$ cat config.mk
export PLATFORM = sky130hd
export DESIGN_NAME = multicycle_control_unit
export DESIGN_NICKNAME = d
export VERILOG_FILES = /design/src/rtl/multicycle_control_unit.sv
export SDC_FILE = /design/constraint.sdc
export NUM_CORES = 1
export LEC_CHECK = 0
export CELL_PAD_IN_SITES_DETAIL_PLACEMENT = 1
export CELL_PAD_IN_SITES_GLOBAL_PLACEMENT = 1
export CORE_MARGIN = 5
export CORE_UTILIZATION = 23
export CTS_CLUSTER_DIAMETER = 30
export DETAILED_ROUTE_END_ITERATION = 10
export PLACE_DENSITY_LB_ADDON = 0.08
export SLEW_MARGIN = 10
export SYNTH_ARGS = -nofsm -noshare
export SYNTH_HDL_FRONTEND = slang
export SYNTH_SLANG_ARGS = --single-unit
$ cat constraint.sdc
create_clock -name clock -period 2.35 [get_ports clock]
set_clock_uncertainty 0.1 [all_clocks]
set_input_delay 0.47 -clock clock [delete_from_list [all_inputs] [get_ports clock]]
set_output_delay 0.47 -clock clock [all_outputs]
set_load 0.03 [all_outputs]
$ cat src/rtl/multicycle_control_unit.sv
// Main control FSM for the multicycle RV64I-subset CPU.
// Sequences fetch/decode/execute/memory/writeback one state per clock and
// drives every datapath write enable and mux select.
// Optional feature: define OVERFLOW_TRAP_EN to trap signed ADD/SUB overflow
// (cause=2) instead of writing back the wrapped result.
module multicycle_control_unit #(
    parameter int          MEM_LAT    = 2,
    parameter logic [63:0] EXC_VECTOR = 64'd255
) (
    input  logic        clock,
    input  logic        reset,
    input  logic [6:0]  opcode,
    input  logic [2:0]  funct3,
    input  logic        funct7_5,
    input  logic        alu_igual,
    input  logic        alu_menor,
    input  logic        alu_maior,
    input  logic        alu_overflow,
    output logic [4:0]  estado,
    output logic        pc_wr,
    output logic        ir_wr,
    output logic        reg_wr,
    output logic        mem_wr,
    output logic        mdr_wr,
    output logic        a_b_wr,
    output logic        aluout_wr,
    output logic        epc_wr,
    output logic        cause_wr,
    output logic        alu_src_a,
    output logic [1:0]  alu_src_b,
    output logic [2:0]  alu_op,
    output logic [1:0]  wb_sel,
    output logic [1:0]  pc_src,
    output logic [2:0]  cause,
    output logic [63:0] exc_vector,
    output logic        halted
);

    typedef enum logic [4:0] {
        S_RST        = 5'd0,
        S_FETCH      = 5'd1,
        S_FETCH_WAIT = 5'd2,
        S_DECODE     = 5'd3,
        S_EXEC_R     = 5'd4,
        S_EXEC_I     = 5'd5,
        S_ADDR       = 5'd6,
        S_LD_REQ     = 5'd7,
        S_LD_WAIT    = 5'd8,
        S_LD_WB      = 5'd9,
        S_ST         = 5'd10,
        S_ALU_WB     = 5'd11,
        S_BRANCH     = 5'd12,
        S_JAL        = 5'd13,
        S_LUI        = 5'd14,
        S_EXC        = 5'd15,
        S_EXC_VEC    = 5'd16,
        S_HALT       = 5'd17
    } state_t;

    localparam logic [6:0] OP_R      = 7'b0110011;
    localparam logic [6:0] OP_I      = 7'b0010011;
    localparam logic [6:0] OP_LOAD   = 7'b0000011;
    localparam logic [6:0] OP_STORE  = 7'b0100011;
    localparam logic [6:0] OP_BRANCH = 7'b1100011;
    localparam logic [6:0] OP_JAL    = 7'b1101111;
    localparam logic [6:0] OP_LUI    = 7'b0110111;
    localparam logic [6:0] OP_SYSTEM = 7'b1110011;

    localparam logic [2:0] ALU_ADD    = 3'd0;
    localparam logic [2:0] ALU_SUB    = 3'd1;
    localparam logic [2:0] ALU_AND    = 3'd2;
    localparam logic [2:0] ALU_OR     = 3'd3;
    localparam logic [2:0] ALU_XOR    = 3'd4;
    localparam logic [2:0] ALU_PASS_B = 3'd5;

    localparam logic [2:0] CAUSE_INVALID  = 3'd1;
    localparam logic [2:0] CAUSE_OVERFLOW = 3'd2;

    // Last cycle of a memory wait: MEM_LAT-1 extra cycles after the request.
    localparam logic [2:0] LAST_WAIT = 3'(MEM_LAT - 1);

    state_t     state_q, state_d;
    logic [2:0] wait_cnt_q, wait_cnt_d;
    logic [2:0] cause_q, cause_d;

    logic [2:0] exec_op;
    logic       exec_valid;
    logic       exec_arith;
    logic       ovf_trap;
    logic       branch_taken;
    logic       wait_last;

    assign wait_last  = (wait_cnt_q == LAST_WAIT);
    assign exc_vector = EXC_VECTOR;
    assign estado     = state_q;

    // ALU function for EXEC_R/EXEC_I; funct7_5 selects SUB only for R-type.
    always_comb begin
        // NOTE: every variable gets a default first so no path infers a latch.
        exec_op    = ALU_ADD;
        exec_valid = 1'b1;
        exec_arith = 1'b0;
        case (funct3)
            3'b000: begin
                exec_arith = 1'b1;
                exec_op    = (state_q == S_EXEC_R && funct7_5) ? ALU_SUB : ALU_ADD;
            end
            3'b111:  exec_op = ALU_AND;
            3'b110:  exec_op = ALU_OR;
            3'b100:  exec_op = ALU_XOR;
            default: exec_valid = 1'b0;
        endcase
    end

`ifdef OVERFLOW_TRAP_EN
    assign ovf_trap = exec_arith & alu_overflow;
`else
    // Overflow wraps around; the flag is intentionally not consumed.
    logic unused_overflow;
    assign unused_overflow = alu_overflow;
    assign ovf_trap        = 1'b0;
`endif

    // The greater-than flag is not needed by the supported branch set.
    logic unused_maior;
    assign unused_maior = alu_maior;

    // Branch condition from funct3 and the signed compare flags.
    always_comb begin
        case (funct3)
            3'b000:  branch_taken = alu_igual;
            3'b001:  branch_taken = !alu_igual;
            3'b100:  branch_taken = alu_menor;
            3'b101:  branch_taken = !alu_menor;
            default: branch_taken = 1'b0;
        endcase
    end

    // State, wait counter and pending cause registers.
    always_ff @(posedge clock or negedge reset) begin
        if (!reset) begin
            // NOTE: sequential state uses non-blocking assignments only.
            state_q    <= S_RST;
            wait_cnt_q <= 3'd0;
            cause_q    <= 3'd0;
        end else begin
            state_q    <= state_d;
            wait_cnt_q <= wait_cnt_d;
            cause_q    <= cause_d;
        end
    end

    // Next-state logic; exception entry wins over every other transition.
    always_comb begin
        state_d    = state_q;
        wait_cnt_d = wait_cnt_q;
        cause_d    = cause_q;
        case (state_q)
            S_RST:   state_d = S_FETCH;
            S_FETCH: state_d = S_FETCH_WAIT;
            S_FETCH_WAIT, S_LD_WAIT: begin
                if (wait_last) begin
                    wait_cnt_d = 3'd0;
                    state_d    = (state_q == S_FETCH_WAIT) ? S_DECODE : S_LD_WB;
                end else begin
                    wait_cnt_d = wait_cnt_q + 3'd1;
                end
            end
            S_DECODE: begin
                case (opcode)
                    OP_R:               state_d = S_EXEC_R;
                    OP_I:               state_d = S_EXEC_I;
                    OP_LOAD, OP_STORE:  state_d = S_ADDR;
                    OP_BRANCH:          state_d = S_BRANCH;
                    OP_JAL:             state_d = S_JAL;
                    OP_LUI:             state_d = S_LUI;
                    OP_SYSTEM:          state_d = S_HALT;
                    default: begin
                        state_d = S_EXC;
                        cause_d = CAUSE_INVALID;
                    end
                endcase
            end
            S_EXEC_R, S_EXEC_I: begin
                if (!exec_valid) begin
                    state_d = S_EXC;
                    cause_d = CAUSE_INVALID;
                end else if (ovf_trap) begin
                    state_d = S_EXC;
                    cause_d = CAUSE_OVERFLOW;
                end else begin
                    state_d = S_ALU_WB;
                end
            end
            S_ADDR:    state_d = (opcode == OP_LOAD) ? S_LD_REQ : S_ST;
            S_LD_REQ:  state_d = S_LD_WAIT;
            S_LUI:     state_d = S_ALU_WB;
            S_EXC:     state_d = S_EXC_VEC;
            S_HALT:    state_d = S_HALT;
            S_LD_WB, S_ST, S_ALU_WB, S_BRANCH, S_JAL, S_EXC_VEC:
                       state_d = S_FETCH;
            default:   state_d = S_RST;
        endcase
    end

    // Moore outputs per state; only the BRANCH pc_wr looks at the flags.
    always_comb begin
        pc_wr     = 1'b0;
        ir_wr     = 1'b0;
        reg_wr    = 1'b0;
        mem_wr    = 1'b0;
        mdr_wr    = 1'b0;
        a_b_wr    = 1'b0;
        aluout_wr = 1'b0;
        epc_wr    = 1'b0;
        cause_wr  = 1'b0;
        alu_src_a = 1'b0;
        alu_src_b = 2'd0;
        alu_op    = ALU_ADD;
        wb_sel    = 2'd0;
        pc_src    = 2'd0;
        cause     = 3'd0;
        halted    = 1'b0;
        case (state_q)
            S_FETCH: begin
                alu_src_b = 2'd1;
                pc_wr     = 1'b1;
            end
            S_FETCH_WAIT: ir_wr = wait_last;
            S_DECODE: begin
                a_b_wr    = 1'b1;
                alu_src_b = 2'd2;
                aluout_wr = 1'b1;
            end
            S_EXEC_R, S_EXEC_I: begin
                alu_src_a = 1'b1;
                alu_src_b = (state_q == S_EXEC_I) ? 2'd2 : 2'd0;
                alu_op    = exec_op;
                aluout_wr = 1'b1;
            end
            S_ADDR: begin
                alu_src_a = 1'b1;
                alu_src_b = 2'd2;
                aluout_wr = 1'b1;
            end
            S_LD_WAIT: mdr_wr = wait_last;
            S_LD_WB: begin
                reg_wr = 1'b1;
                wb_sel = 2'd1;
            end
            S_ST:     mem_wr = 1'b1;
            S_ALU_WB: reg_wr = 1'b1;
            S_BRANCH: begin
                alu_src_a = 1'b1;
                alu_op    = ALU_SUB;
                pc_src    = 2'd1;
                pc_wr     = branch_taken;
            end
            S_JAL: begin
                reg_wr = 1'b1;
                wb_sel = 2'd2;
                pc_wr  = 1'b1;
                pc_src = 2'd1;
            end
            S_LUI: begin
                alu_src_b = 2'd2;
                alu_op    = ALU_PASS_B;
                aluout_wr = 1'b1;
            end
            S_EXC: begin
                alu_src_b = 2'd1;
                alu_op    = ALU_SUB;
                epc_wr    = 1'b1;
                cause_wr  = 1'b1;
                cause     = cause_q;
            end
            S_EXC_VEC: begin
                pc_wr  = 1'b1;
                pc_src = 2'd2;
            end
            S_HALT:  halted = 1'b1;
            default: ;
        endcase
    end

endmodule

* Yosys cells after proc, flatten, opt, wreduce, memory -nomap -nowiden *
Cells that the tools add are included.

storage, ports and cells
  output and inout port bits = 92
  input port bits = 17
  word-level logic and storage cells = 89
  register bits = 11

cells by class
  $add $sub $neg = 1
  reductions and logical operators = 21
  multiplexer cells = 30
  equal/unequal tests = 34

operator list
  cell                                                 count
  case mux 5 bit (10 select lines)                     1
  equality test 5 x 4 -> 1 bit, second input constant  8
  case mux 5 bit (7 select lines)                      1
  equality test 7 x 6 -> 1 bit, second input constant  3
  equality test 7 bit, second input constant           3
  equality test 5 x 3 -> 1 bit, second input constant  4
  two-way mux 3 bit                                    5
  equality test 3 bit, second input constant           4
  case mux 3 bit (4 select lines)                      1
  OR reduction 2 bit                                   6
  two-way mux 1 bit                                    11
  equality test 5 x 2 -> 1 bit, second input constant  2
  equality test 5 bit, second input constant           2
  case mux 3 bit (3 select lines)                      1
  OR reduction 3 bit                                   3
  two-way mux 4 bit                                    2
  case mux 2 bit (2 select lines)                      2
  OR reduction 4 bit                                   2
  OR reduction 8 bit                                   1
  equality test 7 x 2 -> 1 bit, second input constant  1
  equality test 7 x 5 -> 1 bit, second input constant  1
  OR reduction 7 bit                                   1
  equality test 3 x 1 -> 1 bit, second input constant  2
  != test 2 bit, second input constant                 3
  other kinds (15)                                     16

* Depth between registers and ports, before layout *
Gate-level depths: netlist of run 1.

  depth after elaboration = 5
  gate-level depth with buffers = 6
  gate-level depth less buffers = 4

* Least setup slack after synthesis of run 1 *
OpenSTA, ideal clock, no wires.

  path kind = flip-flop to output port
  start = register state_q[3] (netlist: estado[3])
  end = output port mdr_wr
  path buffers = 2
  required time = 1.780 ns
  arrival = 2.110 ns
  path slack = -0.330 ns
  stages on the path, launching flop included = 5
  path through = dfrtp_1 -> buf_6 -> clkbuf_1 -> nand2_1 -> nor4b_1

on the way
  cells in the longest elaborated chain, start to end = 2

RTL lines
  item                          RTL line  text
  start, declared               82        state_t state_q, state_d;
  start signal, assigned        147       state_q <= state_d;
  equality test 5 x 4 -> 1 bit  224       case (state_q)
  two-way mux 1 bit             224
  end, declared                 24        output logic mdr_wr,

No other way between the ends.

* Worst setup path in the final report of run 1 *
  start = register state_q[3] (netlist: estado[3])
  end = output port alu_op[2]

on the way
  cells in the longest elaborated chain, start to end = 3
  elaborated cells on any way between the ends = 8
  classes of those cells = 5 x eq/ne; 1 x mux; 2 x reduce/logical

RTL lines
  item                                                                          RTL line  text
  equality test 5 x 4 -> 1 bit or equality test 5 x 3 -> 1 bit (tied branches)  224
  OR reduction 2 bit (on tied branches)                                         -
  case mux 3 bit (3 select lines) *                                             224
  end, declared                                                                 31        output logic [2:0] alu_op,

Every way passes the cells marked *; elsewhere a longest branch is shown, timed or not.

==> summary.log, run 1 <==
[run_status] status completed
[timing] Post-Route Hold Slack 0.403 ns
[synthesis] Most used DFF post-synth sky130_fd_sc_hd__dfrtp_1
[timing] Final Hold Violating Endpoints 0
[synthesis] Yosys reg bits 9
[timing] Fmax 0.430 GHz
[detailed_routing] Iter 0 DRT Violations 26
[floorplan] core area 6390 µm²
[detailed_routing] vias 1,312
[clock_network] CTS buffer count 3
[place] number of placed instances with taps included 321
[synthesis] Avg Inst Size Synth 7.57 µm²
[synthesis] Post-Synth XOR/XNOR Area 2.30%
[power_and_ir_drop] leakage dissipation 0.000913 µW
[synthesis] count of flip-flops with a built-in enable after synthesis 0
[finish] final core area utilization 29.9%
[synthesis] number of distinct standard cells referenced by the synthesized netlist 52
[synthesis] share of synthesized cell area in full adder, half adder and majority cells 0.658%
[global_routing] largest net degree at the start of global routing 19
[detailed_routing] vias per cell 4.04
[finish] Post-Layout Cell Count 325
[clock_network] H-tree depth 1
[clock_network] Num Clock Sinks 9
[timing] final max-slew violation count 0
[synthesis] top-area cell type share of the netlist area 33.1%
[worst_setup_path] crit path kind reg -> out
[clock_network] CTS tree built
[detailed_routing] DRT Pass-1 Iters 3
[synthesis] cell taking the most area after synthesis sky130_fd_sc_hd__buf_4
[global_routing] wire length of the first global-routing pass 6.82 mm
[clock_network] largest buffer count on any clock path 2
[timing] final setup violation count 0
[worst_setup_path] flop2flop setup slack 0.49 ns
[place] routability congestion estimate 0.699
[finish] fraction of final layout cells sized beyond drive strength 1 23.0%
[finish] final antenna diode count 0
[floorplan] Die Outline Area 8340 µm²
[run] number of violations of the max-capacitance limit 0
[global_routing] vias in the first global route 1,326
[synthesis] Simple-Gate Fraction of Synth Area 24.9%
[place] instance area after placement 1850 µm²
[floorplan] top-level port count 109
[worst_setup_path] type of destination of the critical path output port
[clock_network] clock transition at the register clock pins on the worst setup and hold paths after CTS 0.05 ns
[clock_network] clock latency of the later-clocked register in the worst-skew pair 0.24 ns
[floorplan] Die Height 91.3 µm
[timing] post-route minimum period 2.33 ns
[detailed_routing] post-route antenna net violation count 0
[global_routing] antenna violations before repair 0
[floorplan] die outline width 91.3 µm
[synthesis] compound-cell area share of the yosys netlist 15.2%
[finish] Area Overhead vs Synth 25.4%
[synthesis] number of warnings reported in the yosys synthesis log 0
[timing] setup repair after global routing missed its margin yes
[synthesis] Async S/R FF share, synth 100%
[finish] area of all placed cells without fillers 1910 µm²
[timing] Period Utilization, post-route 99.0%
[clock_network] Root Buffer sky130_fd_sc_hd__clkbuf_8
[synthesis] share of cell area taken by muxes after synthesis 3.45%
[power_and_ir_drop] total power divided by cell area 1060 nW/µm²
[min_path] HP Class reg -> reg
[detailed_routing] Detailed Route WL 4.21 mm
[place] half-perimeter wire length of the detailed placement result 3.61 mm
[synthesis] largest family of logic cells by synthesized area buffers and inverters
[detailed_routing] number of remaining DRC errors 0
[finish] number of nets in the layout 266
[global_routing] total global routing track utilization 9.68%
[synthesis] cells taking the most area after synthesis sky130_fd_sc_hd__buf_4 (33%), sky130_fd_sc_hd__dfrtp_1 (15%), sky130_fd_sc_hd__nor2_1 (4.4%), sky130_fd_sc_hd__nand2b_1 (2.9%), sky130_fd_sc_hd__a21oi_1 (2.6%)
[floorplan] site row count 29
[synthesis] top-count cell post-synth sky130_fd_sc_hd__buf_4
[place] Buffers on Ports 40
[worst_setup_path] critical path required time 1.78 ns
[worst_setup_path] largest fanout of any net on the critical path 4
[power_and_ir_drop] Peak VDD IR 0.000330 V
[synthesis] post-synthesis cell area 1520 µm²
[synthesis] proportion of synthesized chip area in sequential cells 14.8%
[floorplan] starting utilization of the core area 23.8%
[worst_setup_path] arrival time at the worst endpoint 1.76 ns
[detailed_routing] routed wirelength normalized by instance count 13.0 µm
[power_and_ir_drop] Design Power 2030 µW
[synthesis] most frequent cells after synthesis sky130_fd_sc_hd__buf_4 (67), sky130_fd_sc_hd__nor2_1 (18), sky130_fd_sc_hd__nand2_1 (10)
[clock_network] number of buffers added for setup after CTS 0
[synthesis] number of cells produced by synthesis 201
[worst_setup_path] CP Launch Type flop
[global_routing] total grt overflow 0
[logic make-up (layout without fill, tap and decap cells)]
kind of cell    count (synthesis)  in the layout
simple gates                   66             66
buf+inv                        82             65
fa+ha+maj                       1              1
compound gates                 32             32
flops                           9              9
mux                             5              5
other cells                     2             66
xor+xnor                        4              4
[area by class of cell]
type / instances / area [µm²]
Fill cell: 818 / 4480
Multi-Input combinational cell: 174 / 987
Timing Repair Buffer: 56 / 534
Sequential cell: 9 / 225
Tap cell: 77 / 96.3
Clock buffer: 3 / 41.3
Inverter: 5 / 18.8
Clock inverter: 1 / 5.00
[per-layer routing]
layer	vias to the layer above	routed length, µm	GRT usage [%]
li1	641	-	-
met2	62	2010	16.3
met3	2	347	2.15
met1	607	1830	12.6
met4	0	23	2.20
met5	-	0	0
[registers in the layout, indices dropped and copies added (netlist names)]
register,count
cause_q,1
estado,5
wait_cnt_q,3
[power by group]
group	total [µW]	switching (µW)	internal, µW
Combinational	1610	968	646
Clock	181	64.6	116
Sequential	233	32.1	201
Total	2030	1060	963
[path summary, 6_finish.rpt]
| check | from | to | cells after the start |
|---|---|---|---|
| setup / recovery | estado[3] | alu_op[2] | 5 |
| hold / removal | cause_q[0] | cause_q[0] | 1 |
| setup reg to reg | estado[2] | estado[0] | 6 |
| hold reg to reg | cause_q[0] | cause_q[0] | 1 |
| max in group asynchronous | reset | wait_cnt_q[0] | 1 |
| min in group asynchronous | reset | estado[3] | 1 |
[critical path, stage by stage, from the launching register on]
cell and delay, ns:
sky130_fd_sc_hd__dfrtp_1 0.37, sky130_fd_sc_hd__nand2b_4 0.15, sky130_fd_sc_hd__or3_4 0.36, sky130_fd_sc_hd__or4_4 0.42, sky130_fd_sc_hd__o21ai_2 0.07, sky130_fd_sc_hd__buf_6 0.14
[metrics by stage]
stage	worst slack, ns	TNS (ns)
4_1_cts	0.00679	0
6_report	0.0246	0
3_5_place_dp	-0.111	-0.222
2_1_floorplan	-0.0814	-0.0976
5_1_grt	-0.0457	-0.0457
3_3_place_gp	-0.122	-0.281
[what timing repair did]
item                       CTS  global route
pin swaps                    1             0
setup endpoints to repair    3             5
hold endpoints to repair     0             0
gates resized for setup      3             3
gates cloned                 0             0
hold buffers                 0             0
[cells in the final DEF, fill, tap and decap left out, types with 2 or more instances in the layout]
master	count
sky130_fd_sc_hd__a21oi_1	8
sky130_fd_sc_hd__a31oi_1	2
sky130_fd_sc_hd__nor2_2	2
sky130_fd_sc_hd__nand2_1	10
sky130_fd_sc_hd__dfrtp_1	9
sky130_fd_sc_hd__clkdlybuf4s50_1	16
sky130_fd_sc_hd__clkbuf_8	3
sky130_fd_sc_hd__or3_1	2
sky130_fd_sc_hd__xnor2_1	3
sky130_fd_sc_hd__o21bai_1	2
sky130_fd_sc_hd__buf_12	5
sky130_fd_sc_hd__buf_4	31
sky130_fd_sc_hd__conb_1	66
sky130_fd_sc_hd__dlygate4sd2_1	2
sky130_fd_sc_hd__nor2_1	15
sky130_fd_sc_hd__o21ai_0	4
sky130_fd_sc_hd__and2_1	2
sky130_fd_sc_hd__inv_1	5
sky130_fd_sc_hd__nand3b_1	2
sky130_fd_sc_hd__mux2_2	2
sky130_fd_sc_hd__nand3_1	3
sky130_fd_sc_hd__nand2b_1	7
sky130_fd_sc_hd__nor4_1	2
sky130_fd_sc_hd__nor3b_1	2
sky130_fd_sc_hd__nor2b_1	5
sky130_fd_sc_hd__and3_1	2
sky130_fd_sc_hd__mux2i_1	3
sky130_fd_sc_hd__o31ai_1	2
(Power assumes the default switching activity.)
==> inputs of run 2 (changes only) <==
SLEW_MARGIN = unset   (was 10)
==> results of run 2 <==
Same layout as run 1: the final DEF is identical, and so are final timing and power.
==> inputs of run 3 (changes only) <==
HOLD_SLACK_MARGIN = 0.03   (was unset)
RECOVER_POWER = 50   (was unset)
clock period = 2.6 ns   (was 2.35 ns; I/O delays follow)
==> run 3 against run 2 <==
- die area did not move
- cell count did not move
- critical path depth did not move
- sequential share of layout area rose by 0.070 points
- power fell by 11%
- routed wire length rose by 2.8%
- register-to-register slack improved by 0.24 ns
==> summary.log, run 3 (synthesis results as in run 1) <==
[run_status] status completed
[floorplan] Die Outline Area 8340 µm² [unchanged]
[place] routability congestion estimate 0.737 [+5.5%]
[timing] Post-Route Hold Slack 0.411 ns [+0.00786 ns]
[worst_setup_path] worst-path cell with the longest stage delay sky130_fd_sc_hd__or4_4
[finish] fraction of final layout cells sized beyond drive strength 1 16.1% [-6.9 points]
[timing] worst rel slew slack 60.4%
[detailed_routing] vias 1,315 [+0.23%]
[worst_setup_path] crit path kind in -> out
[finish] final core area utilization 29.7% [-0.18 points]
[clock_network] clock transition at the register clock pins on the worst setup and hold paths after CTS 0.04 ns [about the same]
[worst_setup_path] type of destination of the critical path output port
[timing] Period Utilization, post-route 96.9%
[finish] area occupied by multi-input gates 970 µm² [-1.8%]
[timing] post-route minimum period 2.52 ns
[finish] number of nets in the layout 266 [unchanged]
[floorplan] die outline width 91.3 µm [unchanged]
[min_path] HP Class reg -> reg
[clock_network] largest buffer count on any clock path 2 [unchanged]
[timing] actual slew at the worst max-slew pin 0.589 ns
[run] number of violations of the max-capacitance limit 0 [unchanged]
[clock_network] CTS tree built
[floorplan] Die Height 91.3 µm [unchanged]
[place] instance area after placement 1850 µm² [-0.27%]
[timing] final max-slew violation count 0 [unchanged]
[worst_setup_path] ordered list of cells on the worst path clkdlybuf4s50_1 > buf_4 > or4_4 > o21ai_2 > buf_4
[global_routing] total global routing track utilization 9.46% [-0.22 points]
[global_routing] largest net degree at the start of global routing 15 [-4]
[clock_network] H-tree depth 1 [unchanged]
[timing] setup repair after global routing missed its margin no
[worst_setup_path] maximum single-stage delay on the critical path 0.53 ns [+0.11 ns]
[worst_setup_path] CP Launch Type input pin
[worst_setup_path] crit path buf inv count 3 [+2]
[detailed_routing] vias per cell 4.05 [+0.23%]
[clock_network] Root Buffer sky130_fd_sc_hd__clkbuf_8
[place] Buffers on Ports 40 [unchanged]
[global_routing] antenna violations before repair 0 [unchanged]
[timing] Fmax 0.397 GHz
[finish] max reg flops 5 [unchanged]
[finish] area of all placed cells without fillers 1900 µm² [-0.59%]
[finish] final antenna diode count 0 [unchanged]
[global_routing] vias in the first global route 1,321 [-0.38%]
[detailed_routing] Iter 0 DRT Violations 17 [-35%]
[worst_setup_path] largest fanout of any net on the critical path 3 [-1]
[finish] Area Overhead vs Synth 24.7%
[floorplan] top-level port count 109 [unchanged]
[finish] Fill cells 788 [-3.7%]
[worst_setup_path] Top delay family on crit path buffers and inverters
[finish] most frequent cells in the layout sky130_fd_sc_hd__conb_1 (66), sky130_fd_sc_hd__buf_4 (21), sky130_fd_sc_hd__nor2_1 (17)
[worst_setup_path] cell repeated most along the worst path sky130_fd_sc_hd__buf_4
[power_and_ir_drop] Design Power 1800 µW [-11%]
[floorplan] starting utilization of the core area 23.8% [unchanged]
[worst_setup_path] critical path required time 1.98 ns [+0.20 ns]
[place] half-perimeter wire length of the detailed placement result 3.71 mm [+2.8%]
[timing] Final Hold Violating Endpoints 0 [unchanged]
[detailed_routing] routed wirelength normalized by instance count 13.3 µm [+2.8%]
[detailed_routing] post-route antenna net violation count 0 [unchanged]
[power_and_ir_drop] total power divided by cell area 949 nW/µm² [-11%]
[detailed_routing] number of remaining DRC errors 0 [unchanged]
[worst_setup_path] arrival time at the worst endpoint 1.90 ns [+0.14 ns]
[timing] final setup violation count 0 [unchanged]
[finish] most common library cell in the layout ignoring fill and taps sky130_fd_sc_hd__conb_1
[clock_network] clock latency of the later-clocked register in the worst-skew pair 0.23 ns [about the same]
[detailed_routing] Detailed Route WL 4.33 mm [+2.8%]
[global_routing] wire length of the first global-routing pass 6.70 mm [-1.7%]
[timing] Sum Neg Setup Slack 0 ns [unchanged]
[power_and_ir_drop] Peak VDD IR 0.000283 V [-14%]
[clock_network] Num Clock Sinks 9 [unchanged]
[floorplan] site row count 29 [unchanged]
[finish] storage element area 225 µm² [unchanged]
[detailed_routing] DRT Pass-1 Iters 4 [+1]
[global_routing] total grt overflow 0 [unchanged]
[floorplan] core area 6390 µm² [unchanged]
[power_and_ir_drop] leakage dissipation 0.000972 µW [+6.4%]
[clock_network] CTS buffer count 3 [unchanged]
[run 3: power breakdown]
| part | internal [µW] | total, µW | switching [µW] |
|---|---|---|---|
| Sequential | 181 | 258 | 77.1 |
| Combinational | 558 | 1380 | 827 |
| Clock | 106 | 158 | 51.1 |
[run 3: what timing repair did]
item	in CTS	in global routing
setup endpoints to repair	4	8
hold buffers	0	0
buffers inserted	1	0
gates resized for setup	2	9
gates cloned	0	0
[run 3: worst paths after layout]
check | startpoint | to | slack, ns | depth (start not counted)
max | funct3[1] | alu_op[2] | 0.08 | 5
min | wait_cnt_q[2] | wait_cnt_q[2] | 0.41 | 1
max reg2reg | estado[3] | wait_cnt_q[1] | 0.73 | 5
min reg2reg | wait_cnt_q[2] | wait_cnt_q[2] | 0.41 | 1
max in group asynchronous | reset | estado[3] | 1.54 | 1
min in group asynchronous | reset | wait_cnt_q[2] | 0.56 | 1
[run 3: routing by layer]
metal	wire length, µm	vias to the layer above	GRT usage [%]
met3	307	2	2.31
li1	-	645	-
met5	0	-	0
met4	19	0	1.47
met1	1890	607	11.7
met2	2110	61	16.8
[run 3: stage by stage]
| step | setup slack, ns | instances |
|---|---|---|
| final | 0.0817 | 325 |
| after global routing | 0.00611 | 325 |
| after CTS | 0.00539 | 325 |
| after detailed placement | 0.0117 | 320 |
| after global placement | 0.0161 | 320 |
| after floorplan | 0.00747 | 265 |
[run 3: area by class of cell]
cell class,instances,share of cell area (%)
clock buffer,4,2.37
inverter,5,0.989
tap,77,5.08
sequential,9,11.9
timing repair buffer,56,28.6
multi-input combinational,174,51.1
